--- config.mk ---
export PLATFORM = sky130hd
export DESIGN_NAME = min_pair_stream_sorter
export DESIGN_NICKNAME = d
export VERILOG_FILES = /design/src/rtl/min_pair_stream_sorter.sv
export SDC_FILE = /design/constraint.sdc
export NUM_CORES = 1
export LEC_CHECK = 0
export CORE_MARGIN = 4
export CORE_UTILIZATION = 50
export CTS_BUF_LIST = sky130_fd_sc_hd__clkbuf_2
export CTS_CLUSTER_DIAMETER = 50
export CTS_CLUSTER_SIZE = 16
export DETAILED_ROUTE_END_ITERATION = 8
export PLACE_DENSITY = 0.8
export SLEW_MARGIN = 10
export SYNTH_ARGS = -nofsm -noshare
export SYNTH_HDL_FRONTEND = slang
export SYNTH_SLANG_ARGS = --single-unit
export TNS_END_PERCENT = 100
--- constraint.sdc ---
create_clock -name clk -period 2.8 [get_ports clk]
set_clock_uncertainty 0.1 [all_clocks]
set_input_delay 0.28 -clock clk [delete_from_list [all_inputs] [get_ports clk]]
set_output_delay 0.28 -clock clk [all_outputs]
set_load 0.01 [all_outputs]
--- src/rtl/min_pair_stream_sorter.sv ---
// Streaming 4-sample frame reducer: returns the two smallest magnitudes of each
// frame with their in-frame indices; ties favour the later sample.
module min_pair_stream_sorter #(
    parameter int WIDTH = 4
) (
    input  logic             clk,
    input  logic             rst_n,
    input  logic             in_valid,
    output logic             in_ready,
    input  logic [WIDTH-1:0] in_mag,
    output logic             out_valid,
    input  logic             out_ready,
    output logic [WIDTH-1:0] out_min0,
    output logic [1:0]       out_idx0,
    output logic [WIDTH-1:0] out_min1,
    output logic [1:0]       out_idx1
);

    logic [1:0]       r_cnt;
    logic [WIDTH-1:0] r_wmin0;
    logic [WIDTH-1:0] r_wmin1;
    logic [1:0]       r_widx0;
    logic [1:0]       r_widx1;
    logic             r_out_valid;
    logic [WIDTH-1:0] r_out_min0;
    logic [WIDTH-1:0] r_out_min1;
    logic [1:0]       r_out_idx0;
    logic [1:0]       r_out_idx1;

    logic             w_accept;
    logic             w_complete;
    logic             w_in_ready;
    logic [WIDTH-1:0] w_nmin0;
    logic [WIDTH-1:0] w_nmin1;
    logic [1:0]       w_nidx0;
    logic [1:0]       w_nidx1;

    // The 4th sample may only enter when the output slot is free or draining now
    assign w_in_ready = !((r_cnt == 2'd3) && r_out_valid && !out_ready);
    assign w_accept   = in_valid && w_in_ready;
    assign w_complete = w_accept && (r_cnt == 2'd3);

    // Insertion of the incoming sample into the running two-smallest pair
    always_comb begin
        w_nmin0 = r_wmin0;
        w_nidx0 = r_widx0;
        w_nmin1 = r_wmin1;
        w_nidx1 = r_widx1;
        case (r_cnt)
            2'd0: begin
                w_nmin0 = in_mag;
                w_nidx0 = 2'd0;
                w_nmin1 = {WIDTH{1'b0}};
                w_nidx1 = 2'd0;
            end
            2'd1: begin
                if (in_mag <= r_wmin0) begin
                    w_nmin1 = r_wmin0;
                    w_nidx1 = r_widx0;
                    w_nmin0 = in_mag;
                    w_nidx0 = 2'd1;
                end else begin
                    w_nmin1 = in_mag;
                    w_nidx1 = 2'd1;
                end
            end
            default: begin
                if (in_mag <= r_wmin0) begin
                    w_nmin1 = r_wmin0;
                    w_nidx1 = r_widx0;
                    w_nmin0 = in_mag;
                    w_nidx0 = r_cnt;
                end else if (in_mag <= r_wmin1) begin
                    w_nmin1 = in_mag;
                    w_nidx1 = r_cnt;
                end else begin
                    w_nmin1 = r_wmin1;
                    w_nidx1 = r_widx1;
                end
            end
        endcase
    end

    // Frame counter and working pair; the final sample bypasses into the output
    always_ff @(posedge clk or negedge rst_n) begin
        if (!rst_n) begin
            r_cnt   <= 2'd0;
            r_wmin0 <= {WIDTH{1'b0}};
            r_wmin1 <= {WIDTH{1'b0}};
            r_widx0 <= 2'd0;
            r_widx1 <= 2'd0;
        end else if (w_accept) begin
            r_cnt <= r_cnt + 2'd1;
            if (r_cnt != 2'd3) begin
                r_wmin0 <= w_nmin0;
                r_wmin1 <= w_nmin1;
                r_widx0 <= w_nidx0;
                r_widx1 <= w_nidx1;
            end
        end
    end

    // Output slot: loads on frame completion, empties on transfer otherwise
    always_ff @(posedge clk or negedge rst_n) begin
        if (!rst_n) begin
            r_out_valid <= 1'b0;
            r_out_min0  <= {WIDTH{1'b0}};
            r_out_min1  <= {WIDTH{1'b0}};
            r_out_idx0  <= 2'd0;
            r_out_idx1  <= 2'd0;
        end else if (w_complete) begin
            r_out_valid <= 1'b1;
            r_out_min0  <= w_nmin0;
            r_out_min1  <= w_nmin1;
            r_out_idx0  <= w_nidx0;
            r_out_idx1  <= w_nidx1;
        end else if (r_out_valid && out_ready) begin
            r_out_valid <= 1'b0;
        end
    end

    assign in_ready  = w_in_ready;
    assign out_valid = r_out_valid;
    assign out_min0  = r_out_min0;
    assign out_idx0  = r_out_idx0;
    assign out_min1  = r_out_min1;
    assign out_idx1  = r_out_idx1;

endmodule

==> results.md <==
- Status: completed
- Cts hold-fix bufs: 0
- Die H: 65.0 um
- Die Area: 0.00422 mm2
- Setup TNS: 0 ns
- ANT cells: 0
- Fin cells: 248
- Commonest cells post-synth: dfrtp_1, nand2_1, o21ai_0
- CTS tree: yes
- Sequential cell area fraction in the yosys report: 0.416
- Cell Pwr Density: 1230 mW/mm2
- Post-synth EDFFs: 0
- Global placer's final weighted congestion: 0.916
- Total power: 2440 uW
- Pre-antenna DRT Iters: 4
- Crit end category: flop
- Final min period: 2.48 ns
- Synth cell types: 36
- GRT overflow: 0
- Tcrit/Tclk final: 0.886
- DR iter-0 viols: 77
- Vias per std cell: 5.76
- Largest cells by area after synthesis: dfrtp_1, ha_1, o21ai_0, nand2_1, a21oi_1
- DR DRC count: 0
- Max clock buf depth: 2
- Worst setup SP type: flop
- Actual slew at the worst max-slew pin: 0.699 ns
- Post-CTS setup buffers: 0
- Area of the mapped netlist: 0.00162 mm2
- Grt met3 use: 0.0329
- CTS root buf: clkbuf_2
- Pins Over Slew Limit: 0
- Reg2Reg Depth: 8
- Post-DP HPWL: 3170 um
- Yosys reg bits: 27
- IR drop worst, VDD: 552 uV
- Hold Vio Cnt, Final: 0
- Main flop type after synthesis: dfrtp_1
- Dpl cells: 244
- Slew HR: 0.530
- Grt peak-use layer: met2
- Initial antenna violation count: 0
- CTS clk-pin slew, worst paths: 0.26 ns
- Die W: 65.0 um
- Largest net degree at the start of global routing: 28
- Fillers: 262
- Max Cap Viol: 0
- Port bufs: 21
- Async SR Flop Fraction: 1.00
- # H-tree levels: 1
- # clock sinks: 27
- Later-pin clock latency in the skew report: 0.36 ns
- WL final: 3930 um
- Final Util: 0.642
- Total GRT Usage: 0.202
- Row count: 20
- Final Setup Violations: 0
- Fin area: 0.00198 mm2
- Leak pwr: 0.000895 uW
- Met2 usage: 0.323
- RSZ-0062 raised after global routing: no
- Starting Density: 0.528
- Final ANT Viol Nets: 0
- WP data required: 2.96 ns
- Worst Setup Path Type: reg -> reg
- Vias in the first global route: 1,405
- Post-Synthesis Cells: 172
- Syn nets: 191
- Area growth from synthesis to layout: 21.6%
- Syn Area/Cell: 9.44 um2
- Count leader, synth: dfrtp_1
- Num ports: 22
- Met1 Use GR: 0.280
- Share of the synthesized area in the top cell type: 0.416
- Routed len/inst: 15.8 um
- Worst Hold Class: in -> async
- Share of cells above drive strength 1: 0.142
- Yosys warning count: 0
- Clock buffer count from CTS: 3
- Placement Cell Area: 0.00195 mm2
- Max frequency: 403 MHz
- Worst EP arrival: 2.64 ns
- Via Count: 1,428
- Core ar.: 0.00308 mm2
- Dominant cell type by area after synthesis: dfrtp_1
- PostCTS Resize Cnt: 0
- First-pass GRT wire length: 6640 um
- Fin nets: 224
- CP max FO: 5
==> cell usage in the layout, fill, tap and decap left out, types with 5 or more instances in the layout <==
cell type / count
dfrtp_1: 27
clkdlybuf4s50_1: 21
nand2_1: 18
o21ai_0: 14
buf_4: 14
inv_1: 12
ha_1: 11
a21oi_1: 10
nor2_1: 10
nand3_1: 6
o31ai_1: 6
mux2i_1: 5
==> worst paths after layout <==
check | from | to | slack [ns]
min reg2reg | out_min1[2] | out_min1[2] | 0.42
max reg2reg | r_wmin0[2] | out_min1[1] | 0.32
min in group clk | out_min1[2] | out_min1[2] | 0.42
max in group asynchronous | rst_n | r_widx0[1] | 2.23
min | rst_n | out_valid | 0.13
max | r_wmin0[2] | out_min1[1] | 0.32
==> cell type report <==
cell class                      instances  area (um2)  share of cell area
Clock buffer                            3        15.0             0.00760
Inverter                               12        45.0              0.0228
Timing Repair Buffer                   35         315               0.160
Clock inverter                          1        7.51             0.00380
Multi-Input combinational cell        126         862               0.436
Tap cell                               44        55.1              0.0279
Sequential cell                        27         676               0.342
==> flip-flops by register name, indices dropped and copies added, names as in the netlist <==
signal / count
r_cnt: 2
out_idx1: 2
r_wmin1: 4
r_widx0: 2
r_wmin0: 4
out_min1: 4
out_valid: 1
out_min0: 4
r_widx1: 2
out_idx0: 2
==> report_power, final <==
part | total, uW | leakage (uW) | switching [uW] | internal (uW)
Clock | 154 | 0.0000126 | 121 | 33.1
Sequential | 726 | 0.000324 | 144 | 583
Combinational | 1560 | 0.000558 | 833 | 722
==> critical path: stages, from the launching register on <==
cell,delay (ns)
dfrtp_1,0.45
inv_1,0.08
ha_1,0.31
and4b_2,0.24
a211oi_2,0.05
or2_1,0.31
buf_4,0.19
o311ai_0,0.46
o21ai_0,0.20
==> per-layer routing <==
layer	share of wire	up-vias
li1	-	688
met1	0.45	681
met2	0.48	53
met3	0.063	6
met4	0.011	0
met5	0	-
==> kinds of logic after synthesis <==
family / count (synthesis) / share of synthesized area
fa+ha+maj: 11 / 0.0847
buf+inv: 19 / 0.0532
xor+xnor: 1 / 0.00539
compound gates: 56 / 0.238
simple gates: 49 / 0.144
flops: 27 / 0.416
mux: 9 / 0.0586
==> stage by stage <==
| stage | setup WS, ns | hold slack [ns] |
|---|---|---|
| 3_5_place_dp | -0.0716 | 0.372 |
| 4_1_cts | 0.335 | 0.125 |
| 6_report | 0.318 | 0.129 |
| 5_1_grt | 0.181 | 0.139 |
| 2_1_floorplan | 0.681 | -0.116 |
| 3_3_place_gp | 0.0160 | 0.363 |
(Power assumes the default switching activity.)
